==> config.mk <==
export PLATFORM = sky130hd
export DESIGN_NAME = lcb_poll_ctrl
export DESIGN_NICKNAME = d
export VERILOG_FILES = /design/src/rtl/lcb_poll_ctrl.sv
export SDC_FILE = /design/constraint.sdc
export NUM_CORES = 1
export LEC_CHECK = 0
export ABC_AREA = 1
export BUFFER_PORTS_ARGS = -buffer_cell sky130_fd_sc_hd__buf_2
export CORE_MARGIN = 2
export CORE_UTILIZATION = 43
export DETAILED_ROUTE_END_ITERATION = 8
export SLEW_MARGIN = 5
export SYNTH_ARGS = -nofsm -noshare
export SYNTH_HDL_FRONTEND = slang
export SYNTH_SLANG_ARGS = --single-unit
export TNS_END_PERCENT = 50
==> constraint.sdc <==
create_clock -name clk -period 2.6 [get_ports clk]
set_clock_uncertainty 0.15 [all_clocks]
set_input_delay 0.13 -clock clk [delete_from_list [all_inputs] [get_ports clk]]
set_output_delay 0.13 -clock clk [all_outputs]
set_load 0.02 [all_outputs]
==> src/rtl/lcb_poll_ctrl.sv <==
// LCB poller: sends one request byte per poll, buffers the fixed-length reply and
// re-presents it to the frame decoder as level-held rawData/rxValid strobes.
//
// state   | meaning
// P_IDLE  | waiting for start
// P_SEND  | request byte offered to UART tx until tx_ready
// P_RECV  | collecting reply bytes, per-byte timeout running
// P_PAD   | reply timed out, filling with 8'h00 up to REPLY_BYTES
// P_DONE  | poll_done pulse, advance LCB index
// O_IDLE  | waiting for a buffered byte and decoder not busy
// O_HOLD  | rxValid high for VALID_HOLD cycles
// O_GAP   | rxValid low for at least GAP_CYC cycles and while decoder busy
module lcb_poll_ctrl #(
    parameter int NUM_LCB     = 24,
    parameter int REPLY_BYTES = 15,
    parameter int TIMEOUT_CYC = 4000,
    parameter int VALID_HOLD  = 8,
    parameter int GAP_CYC     = 2,
    parameter int FIFO_DEPTH  = 16
) (
    input  logic       clk,
    input  logic       reset,
    input  logic       start,
    input  logic       tx_ready,
    output logic [7:0] tx_data,
    output logic       tx_load,
    input  logic [7:0] rx_data,
    input  logic       rx_strobe,
    output logic [7:0] rawData,
    output logic       rxValid,
    input  logic       lcb_busy,
    output logic [4:0] LCBrqNumber,
    output logic       poll_done,
    output logic       timeout_err,
    output logic       overrun_err
);

    localparam int AW     = $clog2(FIFO_DEPTH);
    localparam int CNT_W  = $clog2(REPLY_BYTES + 1);
    localparam int TMR_W  = $clog2(TIMEOUT_CYC + 1);
    localparam int OMAX   = (VALID_HOLD > GAP_CYC) ? VALID_HOLD : GAP_CYC;
    localparam int OCNT_W = $clog2(OMAX + 1);

    localparam logic [AW:0]       PTR_ONE   = (AW + 1)'(1);
    localparam logic [CNT_W-1:0]  CNT_ONE   = CNT_W'(1);
    localparam logic [CNT_W-1:0]  RB_LAST   = CNT_W'(REPLY_BYTES - 1);
    localparam logic [TMR_W-1:0]  TMR_ONE   = TMR_W'(1);
    localparam logic [TMR_W-1:0]  TMR_LOAD  = TMR_W'(TIMEOUT_CYC);
    localparam logic [OCNT_W-1:0] OCNT_ONE  = OCNT_W'(1);
    localparam logic [OCNT_W-1:0] HOLD_LOAD = OCNT_W'(VALID_HOLD - 1);
    localparam logic [OCNT_W-1:0] GAP_LOAD  = OCNT_W'(GAP_CYC - 1);
    localparam logic [4:0]        LCB_LAST  = 5'(NUM_LCB - 1);

    typedef enum logic [2:0] {P_IDLE, P_SEND, P_RECV, P_PAD, P_DONE} p_state_t;
    typedef enum logic [1:0] {O_IDLE, O_HOLD, O_GAP} o_state_t;

    p_state_t p_state, p_next;
    o_state_t o_state, o_next;

    logic [7:0]        fifo_mem [FIFO_DEPTH];
    logic [AW:0]       wr_ptr, rd_ptr;
    logic              fifo_full, fifo_empty;
    logic              push_req, push_ok, push_drop, pop;
    logic [7:0]        push_data;
    logic              strobe_drop;
    logic [CNT_W-1:0]  rx_cnt;
    logic [TMR_W-1:0]  tmr;
    logic [OCNT_W-1:0] ocnt;

    // ---------------- reply FIFO ----------------
    assign fifo_empty = (wr_ptr == rd_ptr);
    assign fifo_full  = (wr_ptr[AW] != rd_ptr[AW]) && (wr_ptr[AW-1:0] == rd_ptr[AW-1:0]);
    assign push_ok    = push_req && (!fifo_full || pop);
    assign push_drop  = push_req && !push_ok;

    always_ff @(posedge clk or negedge reset) begin
        if (!reset) begin
            wr_ptr <= '0;
            rd_ptr <= '0;
        end else begin
            if (push_ok) wr_ptr <= wr_ptr + PTR_ONE;
            if (pop)     rd_ptr <= rd_ptr + PTR_ONE;
        end
    end

    always_ff @(posedge clk) begin
        if (push_ok) fifo_mem[wr_ptr[AW-1:0]] <= push_data;
    end

    // ---------------- poll FSM ----------------
    always_ff @(posedge clk or negedge reset) begin
        if (!reset) p_state <= P_IDLE;
        else        p_state <= p_next;
    end

    always_comb begin
        p_next = p_state;
        case (p_state)
            P_IDLE: if (start) p_next = P_SEND;
            P_SEND: if (tx_ready) p_next = P_RECV;
            P_RECV: begin
                if (rx_strobe && (rx_cnt == RB_LAST)) p_next = P_DONE;
                else if (!rx_strobe && (tmr == '0))   p_next = P_PAD;
            end
            P_PAD:  if (push_req && (rx_cnt == RB_LAST)) p_next = P_DONE;
            P_DONE: p_next = P_IDLE;
            default: p_next = P_IDLE;
        endcase
    end

    always_comb begin
        tx_data   = 8'h00;
        tx_load   = 1'b0;
        poll_done = 1'b0;
        case (p_state)
            P_SEND: begin
                tx_data = {3'b101, LCBrqNumber};
                tx_load = tx_ready;
            end
            P_DONE: poll_done = 1'b1;
            default: ;
        endcase
    end

    // Pad bytes wait for FIFO room instead of being dropped, so framing needs no overrun.
    always_comb begin
        push_req    = 1'b0;
        push_data   = rx_data;
        strobe_drop = 1'b0;
        case (p_state)
            P_RECV: push_req = rx_strobe;
            P_PAD: begin
                push_req    = !fifo_full || pop;
                push_data   = 8'h00;
                strobe_drop = rx_strobe;
            end
            default: strobe_drop = rx_strobe;
        endcase
    end

    always_ff @(posedge clk or negedge reset) begin
        if (!reset) begin
            rx_cnt      <= '0;
            tmr         <= '0;
            LCBrqNumber <= '0;
            timeout_err <= 1'b0;
            overrun_err <= 1'b0;
        end else begin
            case (p_state)
                P_SEND: begin
                    if (tx_ready) begin
                        rx_cnt <= '0;
                        tmr    <= TMR_LOAD;
                    end
                end
                P_RECV: begin
                    if (rx_strobe) begin
                        rx_cnt <= rx_cnt + CNT_ONE;
                        tmr    <= TMR_LOAD;
                    end else if (tmr != '0) begin
                        tmr <= tmr - TMR_ONE;
                    end
                end
                P_PAD:  if (push_req) rx_cnt <= rx_cnt + CNT_ONE;
                P_DONE: LCBrqNumber <= (LCBrqNumber == LCB_LAST) ? 5'd0 : LCBrqNumber + 5'd1;
                default: ;
            endcase
            if (p_state == P_IDLE && start) begin
                timeout_err <= 1'b0;
                overrun_err <= 1'b0;
            end
            if (p_state == P_RECV && p_next == P_PAD) timeout_err <= 1'b1;
            if (strobe_drop || push_drop)             overrun_err <= 1'b1;
        end
    end

    // ---------------- output pacing FSM ----------------
    assign pop = (o_state == O_IDLE) && !fifo_empty && !lcb_busy;

    always_ff @(posedge clk or negedge reset) begin
        if (!reset) o_state <= O_IDLE;
        else        o_state <= o_next;
    end

    always_comb begin
        o_next = o_state;
        case (o_state)
            O_IDLE: if (pop) o_next = O_HOLD;
            O_HOLD: if (ocnt == '0) o_next = O_GAP;
            O_GAP:  if ((ocnt == '0) && !lcb_busy) o_next = O_IDLE;
            default: o_next = O_IDLE;
        endcase
    end

    always_comb begin
        rxValid = (o_state == O_HOLD);
    end

    always_ff @(posedge clk or negedge reset) begin
        if (!reset) begin
            ocnt    <= '0;
            rawData <= 8'h00;
        end else begin
            case (o_state)
                O_IDLE: begin
                    if (pop) begin
                        ocnt    <= HOLD_LOAD;
                        rawData <= fifo_mem[rd_ptr[AW-1:0]];
                    end
                end
                O_HOLD: ocnt <= (ocnt == '0) ? GAP_LOAD : ocnt - OCNT_ONE;
                O_GAP:  if (ocnt != '0) ocnt <= ocnt - OCNT_ONE;
                default: ;
            endcase
        end
    end

endmodule

# == Yosys cells after proc, flatten, opt, wreduce, memory -nomap -nowiden ==
# Memory sizes are Yosys's and may differ from the RTL's. A register that Yosys moved wholly into a read port is not among the register bits.
# Cells that the tools add are included.
# totals
romBits,0
mem_count,1
out_inout_bits,26
reg_bits,42
input_bits,14
wordCells,106
ramBits,128
latch_bits,0
# classes
shifts,0
n_lt_le_gt_ge,0
eq_ne,20
n_reduce_logical,35
n_div,0
n_mux,34
mul,0
add_sub_neg,6
n_bitwise,0
# mem_list
memory,words,width,rd,rd_ports_with_merged_regs,write_ports,line,text
fifo_mem,16,8,1,1,1,60,logic [7:0] fifo_mem [FIFO_DEPTH];
# op_table
operator,count
$mux 12,3
$mux 4,6
$pmux 12 s2,1
$pmux 4 s3,2
$mux 8,2
$add 5x1->5 const B,3
$mux 3,5
$logic_not 12->1,1
$ne 2x2->1 const B,6
$pmux 3 s4,1
$reduce_bool 12->1,1
$sub 12x1->12 const B,1
$logic_and 1x1->1,11
$eq 3x2->1 const B,3
$reduce_and 3->1,3
$mux 1,8
$logic_not 1->1,6
$mux 2,3
$pmux 2 s3,1
$reduce_bool 2->1,3
$reduce_bool 3->1,2
$eq 5x5->1,1
$eq 5x5->1 const B,1
$mux 5,1
19 further kinds,20

# == Longest topological paths before layout ==
# Gate-level depths: netlist (run 1).
# depth
word_depth,12
ltp_mapped,12
depth_no_buf,11

# == Least setup slack after synthesis (run 1) ==
# Ideal clock, no wire load.
# synth_timing
kind,register -> register
from,register o_state[0]
to,"memory fifo_mem[12][0], enable pin"
setup_ps,370
path_stages_with_launch,11
n_path_buf,0
period_less_slack_ps,2257
required_ps,2080
arrival_time_ps,1736
slack_ps,343
cell_sequence,dfrtp_1 -> inv_1 -> ha_1 -> inv_1 -> nor2_1 -> nor2_1 -> nand3_1 -> o21ai_2 -> inv_2 -> nand2_1 -> nor2_1
# synth_between
elab_chain_len,8
# synth_rtl
item,line,text
start: declaration,58,"o_state_t o_state, o_next;"
start signal: assignment,182,else o_state <= o_next;
$logic_not 2->1 (*),178,assign pop = (o_state == O_IDLE) && !fifo_empty && !lcb_busy;
$logic_and 1x1->1 (*) (2 in a row),178,
$logic_or 1x1->1 (*),"73, 133",
$pmux 1 s2,130,case (p_state)
$logic_and 1x1->1 (*),73,assign push_ok = push_req && (!fifo_full || pop);
$mux 1 (*),87,if (push_ok) fifo_mem[wr_ptr[AW-1:0]] <= push_data;
$mux 1 (implied by the code) (*),87,
end: declaration,60,
# Mark *: on every way between the ends. The rest lies on a longest branch, timed or not.

# == Worst setup path in the final report (run 1) ==
# layout_timing
from,register o_state[0]
to,"memory fifo_mem[4][2], enable pin"
# Same word-level chain as after synthesis.

==> impl_metrics.tcl, run 1 <==
set metrics [dict create \
    grt_max_degree 58 \
    root_buffer "clkbuf_16" \
    vias_per_cell 4.97 \
    clkTransAtPathRegs_ps 70 \
    clkPwrFrac_pct 23.1 \
    startpoint_type "flip-flop" \
    cp.required_ps 2590 \
    rsz0062_at_grt "false" \
    antenna_cells 0 \
    cts_inserted_buffers 17 \
    place_hpwl_um 12200 \
    initial_core_util_pct 43.9 \
    p_sw_share_pct 40.9 \
    synth_area_leaders "edfxtp_1, dfrtp_1, nor2_1" \
    drive_gt1_share_pct 14.7 \
    rows 50 \
    max_freq_ghz 0.417 \
    ff2ff_path_depth 11 \
    drtIter0Drc 558 \
    cts.repair.resized 0 \
    clkLatencyLatePin_ps 430 \
    synth_compound_area_share_pct 7.97 \
    cts_tree "done" \
    syn_area_um2 8250 \
    pwr_density_cell_nw_per_um2 1140 \
    synthArstFlopShare_pct 28.1 \
    ant_nets 0 \
    drc 0 \
    ios 40 \
    die-height_um 142 \
    crit_path_end_kind "flip-flop" \
    synthSimpleGateAreaFrac_pct 21.4 \
    synth_nets 888 \
    worstPathMaxFanout 8 \
    seqPwrFrac_pct 36.9 \
    status "completed" \
    syn2layout_area_growth_pct 14.5 \
    tns_ps 0 \
    cts_buffer_depth 2 \
    worstSetupPathType "reg -> reg" \
    r2r_slack_ps 200 \
    synth_edf_count 128 \
    ir_drop_mv 0.531 \
    synth.distinct_cells 33 \
    netSwitchingPower_uw 4410 \
    period_minus_slack_ps 2400 \
    synth-seq-cells 178 \
    maxCapViolations 0 \
    overflow 0 \
    p_leak_uw 0.00397 \
    wirelength_um 18200 \
    finalHoldViolCount 0 \
    slew_headroom_pct 24.9 \
    netlist.area_leader.share_pct 46.6 \
    drt-pass1-iter-count 5 \
    grt_pass1_wl_um 29900 \
    finalNonFillerCells 1173 \
    clock-sinks 178 \
    cts_max_level 4 \
    cts_hold_buffers 5 \
    synth_top_family_by_area "simple AND/OR/NAND/NOR gates" \
    vias 5832 \
    synth_xor_area_share_pct 1.17 \
    fin_crit_sh_pct 92.3 \
    postCtsSetupRepairBufs 0 \
    synthAdderAreaFrac_pct 2.12 \
    syn_inst 860 \
    power_frac_comb_pct 40.0 \
    fp.dieW_um 142 \
    antenna_found_initial 0 \
    synthFlopType "edfxtp_1" \
    dp.cells 1136 \
    yosys.area.top_type "edfxtp_1" \
    globalplace.congestion 0.853 \
    grt.total_usage_pct 19.4 \
    nets 954 \
    wire_per_inst_um 15.5 \
    core_area_um2 18800 \
    setup_viol 0 \
    max_slew.worst_pin.slew_ps 1120 \
    synthMuxAreaShare_pct 0 \
    hold-path-cell-count 4 \
    ys_warn_count 0 \
    arrival_ps 2390 \
    final_util_pct 50.3 \
    port_buffers 38 \
    p_int_uw 6360 \
    finalPower_uw 10800 \
    grt_pass1_vias 5631 \
    slew_viol_final 0 \
    syn_avg_cell_area_um2 9.59 \
    ys_seq_area_share_pct 61.8 \
    dieArea_um2 20300 \
    hold_class "in -> reg" \
]
registers in the layout, summed over array words and instances (netlist names):
signal,count
timeout_err,1
rx_cnt,4
fifo_mem,128
LCBrqNumber,5
o_state,2
overrun_err,1
p_state,3
rd_ptr,5
rawData,8
wr_ptr,5
ocnt,4
tmr,12
final timing paths:
kind / end / startpoint
max: fifo_mem[4][2]$_DFFE_PP_ / o_state[0]$_DFFE_PN0P_
min: fifo_mem[13][7]$_DFFE_PP_ / rx_data[7]
max reg2reg: fifo_mem[4][2]$_DFFE_PP_ / o_state[0]$_DFFE_PN0P_
min reg2reg: ocnt[0]$_DFFE_PN0P_ / ocnt[0]$_DFFE_PN0P_
max in group asynchronous: rx_cnt[1]$_DFFE_PN0P_ / reset
min in group asynchronous: LCBrqNumber[4]$_DFFE_PN0P_ / reset
kinds of logic after synthesis:
group / Yosys count
other: 1
AND/OR/NAND/NOR: 430
flip-flops: 178
XOR/XNOR: 11
AO/OA/AOI/OAI: 121
adder cells (fa/ha/maj): 14
buffers and inverters: 105
per-layer routing:
metal  GRT usage (%)  routed length [um]  vias to the layer above
met5               0                   0                        -
met4            7.14                 386                        0
met3            2.99                 720                       24
met2            29.5                8230                      126
met1            28.1                8870                     2711
li1                -                   -                     2971
metrics by stage:
step / hold slack, ps / instance area, um^2 / setup WS (ps)
finish: 97.6 / 9440 / 200
global route: 107 / 9440 / 2.55
CTS: 91.1 / 9440 / 208
detailed placement: 97.6 / 8810 / 220
global placement: 101 / 8810 / 233
floorplan: -316 / 8250 / 343
worst max-delay path, stage by stage (launching register included):
cell	delay [ps]
dfrtp_1	400
inv_1	90
ha_1	230
inv_1	60
nor2_1	180
nor2_1	90
nand3_1	140
o21ai_2	120
inv_2	150
nand2_1	180
nor2_1	140
buf_4	190
power by group through the flow:
stage / Combinational, uW / Sequential (uW) / Clock [uW]
after floorplan: 3130 / 4030 / 0
after global placement: 4310 / 4020 / 0
after detailed placement: 4340 / 4030 / 0
after CTS: 4360 / 3970 / 2540
after global routing: 4950 / 4030 / 2670
final: 4310 / 3970 / 2490
synthesized netlist by cell type (2+ instances only):
library cell	count
inv_1	58
buf_2	14
o21ai_1	6
o21ai_2	7
nor2_2	2
a21oi_1	17
nand2_1	168
or2_2	3
nor3_1	6
nand2_2	2
o21ai_0	81
nand4_1	7
inv_2	15
xor2_1	8
edfxtp_1	128
clkbuf_1	7
xnor2_1	3
buf_4	7
buf_6	2
nor3b_1	2
ha_1	14
nand2_4	3
o211ai_1	8
nand3_1	45
nor2_1	190
dfrtp_1	50
layout make-up:
cell class / instances / area, um^2
tap: 234 / 293
sequential: 178 / 5100
timing repair buffer: 77 / 495
multi-input combinational: 577 / 2700
clock inverter: 14 / 148
inverter: 75 / 284
clock buffer: 18 / 429
fill: 1741 / 9330
layout by cell type (no fill, tap or decap), types with 5 or more instances in the layout:
| cell | synthesis | routed |
|---|---|---|
| a21oi_1 | 17 | 17 |
| buf_2 | 14 | 38 |
| buf_4 | 7 | 34 |
| clkbuf_16 | 0 | 17 |
| dfrtp_1 | 50 | 49 |
| dlygate4sd3_1 | 0 | 5 |
| edfxtp_1 | 128 | 128 |
| ha_1 | 14 | 14 |
| inv_1 | 58 | 58 |
| inv_2 | 15 | 15 |
| nand2_1 | 168 | 168 |
| nand3_1 | 45 | 45 |
| nand4_1 | 7 | 7 |
| nor2_1 | 190 | 190 |
| nor3_1 | 6 | 6 |
| o211ai_1 | 8 | 8 |
| o21ai_0 | 81 | 81 |
| o21ai_1 | 6 | 6 |
| o21ai_2 | 7 | 7 |
| xor2_1 | 8 | 8 |
(Power assumes the default switching activity.)
==> run 2, diff against run 1 <==
CORE_ASPECT_RATIO = 0.75   (was unset)
CORE_UTILIZATION = 37   (was 43)
CTS_CLUSTER_SIZE = 12   (was unset)
==> impl_metrics.tcl, run 2 (same netlist as run 1, synthesis figures left out) <==
set metrics [dict create \
    rsz0062_at_grt "true" \
    ir_drop_mv 0.588 \
    antenna_found_initial 0 \
    startpoint_type "flip-flop" \
    grt_max_degree 66 \
    fill_cells 2129 \
    port_buffers 38 \
    min_delay_worst_endpoint "p_state[1]$_DFF_PN0_" \
    clkTransAtPathRegs_ps 60 \
    fin_crit_sh_pct 92.5 \
    ff2ff_path_depth 11 \
    final_cell_mix "nor2_1, nand2_1, edfxtp_1" \
    grt_pass1_wl_um 31900 \
    syn2layout_area_growth_pct 15.2 \
    status "completed" \
    finalHoldViolCount 0 \
    fp.dieW_um 176 \
    cts_buffer_depth 2 \
    arrival_ps 2400 \
    drt-pass1-iter-count 5 \
    ant_nets 0 \
    root_buffer "clkbuf_16" \
    mostFrequentLayoutCell "nor2_1" \
    vias_per_cell 4.87 \
    maxCapViolations 0 \
    max_freq_ghz 0.416 \
    drc 0 \
    cts_tree "done" \
    reg2reg_to "fifo_mem[0][4]$_DFFE_PP_" \
    largest_reg_flops 128 \
    globalplace.congestion 0.831 \
    clkLatencyLatePin_ps 430 \
    hold_class "in -> reg" \
    cp.required_ps 2590 \
    period_minus_slack_ps 2400 \
    drtIter0Drc 654 \
    regToRegStartpoint "o_state[0]$_DFFE_PN0P_" \
    die-height_um 133 \
    wirelength_um 20100 \
    max_slew.worst_pin.slew_ps 641 \
    pwr_density_cell_nw_per_um2 1150 \
    slew_viol_final 0 \
    dieArea_um2 23500 \
    final_util_pct 43.2 \
    postCtsSetupRepairBufs 0 \
    worstSetupPathType "reg -> reg" \
    wire_per_inst_um 16.3 \
    rows 47 \
    worstPathMaxFanout 8 \
    core_area_um2 22000 \
    tns_ps 0 \
    hold-path-cell-count 5 \
    nets 952 \
    grt.total_usage_pct 18.1 \
    antenna_cells 0 \
    grt_pass1_vias 5731 \
    slew_headroom_pct 57.3 \
    ios 40 \
    overflow 0 \
    min_from "tx_ready" \
    cts_inserted_buffers 17 \
    vias 5989 \
    r2r_slack_ps 200 \
    clock-sinks 178 \
    drive_gt1_share_pct 14.3 \
    crit_path_end_kind "flip-flop" \
    setup_viol 0 \
    initial_core_util_pct 37.5 \
    place_hpwl_um 13300 \
    p_leak_uw 0.00394 \
    cts_max_level 4 \
]
-- run 2: cell types whose count changed in the layout (fill, tap and decap cells not counted), moves of 2 or more --
cell,change
clkinv_4,+2
buf_4,-4
clkinv_1,+4
inv_6,-2
buf_12,+2
inv_8,-3
-- run 2: final cells by class --
class                   instances  area, um^2  area share (%)
clock buffers                  18         429            4.52
clock inverters                14         115            1.21
inverters                      75         284            2.99
multi-input cells             577        2700            28.4
flip-flops and latches        178        5100            53.7
well taps                     294         368            3.87
repair buffers                 75         505            5.32
-- run 2: per-layer routing --
layer	global-route usage, %	up-vias	wire [um]
li1	-	2974	-
met1	26.7	2821	9780
met2	25.9	175	8820
met3	4.48	19	1260
met4	6.06	0	259
met5	0	-	0
-- run 2: metrics by stage --
stage / worst slack (ps) / total power (uW) / instances / instance area (um^2) / hold WS, ps
2_1_floorplan: 343 / 7160 / 860 / 8250 / -316
3_3_place_gp: 235 / 8450 / 1194 / 8900 / 39.7
3_5_place_dp: 165 / 8500 / 1194 / 8900 / 37.0
4_1_cts: 139 / 10900 / 1231 / 9490 / 10.9
5_1_grt: -17.4 / 11700 / 1231 / 9500 / 49.7
6_report: 196 / 10900 / 1231 / 9500 / 17.2
-- run 2: repair_timing --
action | 4_1_cts | 5_1_grt
hold buffers | 5 | 0
resized for setup | 0 | 1
endpoints found under the setup margin | 0 | 69
endpoints found under the hold margin | 33 | 0
-- run 2: report_power, final --
group	switching, uW	leakage (uW)	internal, uW
Sequential	353	0.00177	3660
Clock	1080	0.000254	1310
Combinational	3100	0.00191	1370
Total	4530	0.00394	6340
-- run 2: critical path, cell delays in order, from the launching register on --
cell     delay [ps]
dfrtp_1         400
inv_1            90
ha_2            230
inv_1            50
nor2_1          150
nor2_1           90
nand3_1         140
o21ai_2         120
inv_2           140
nand2_1         220
nor2_1          150
buf_4           190
-- run 2: how the worst max path moves through the flow --
stage,from,endpoint,depth (start not counted),slack (ps)
4_1_cts,o_state[0]$_DFFE_PN0P_,fifo_mem[1][2]$_DFFE_PP_,11,140
2_1_floorplan,o_state[0]$_DFFE_PN0P_,fifo_mem[12][0]$_DFFE_PP_,10,340
5_1_grt,o_state[0]$_DFFE_PN0P_,fifo_mem[13][5]$_DFFE_PP_,11,-20
6_report,o_state[0]$_DFFE_PN0P_,fifo_mem[0][4]$_DFFE_PP_,11,200
3_3_place_gp,o_state[0]$_DFFE_PN0P_,fifo_mem[5][4]$_DFFE_PP_,11,230
3_5_place_dp,o_state[0]$_DFFE_PN0P_,fifo_mem[4][0]$_DFFE_PP_,11,160
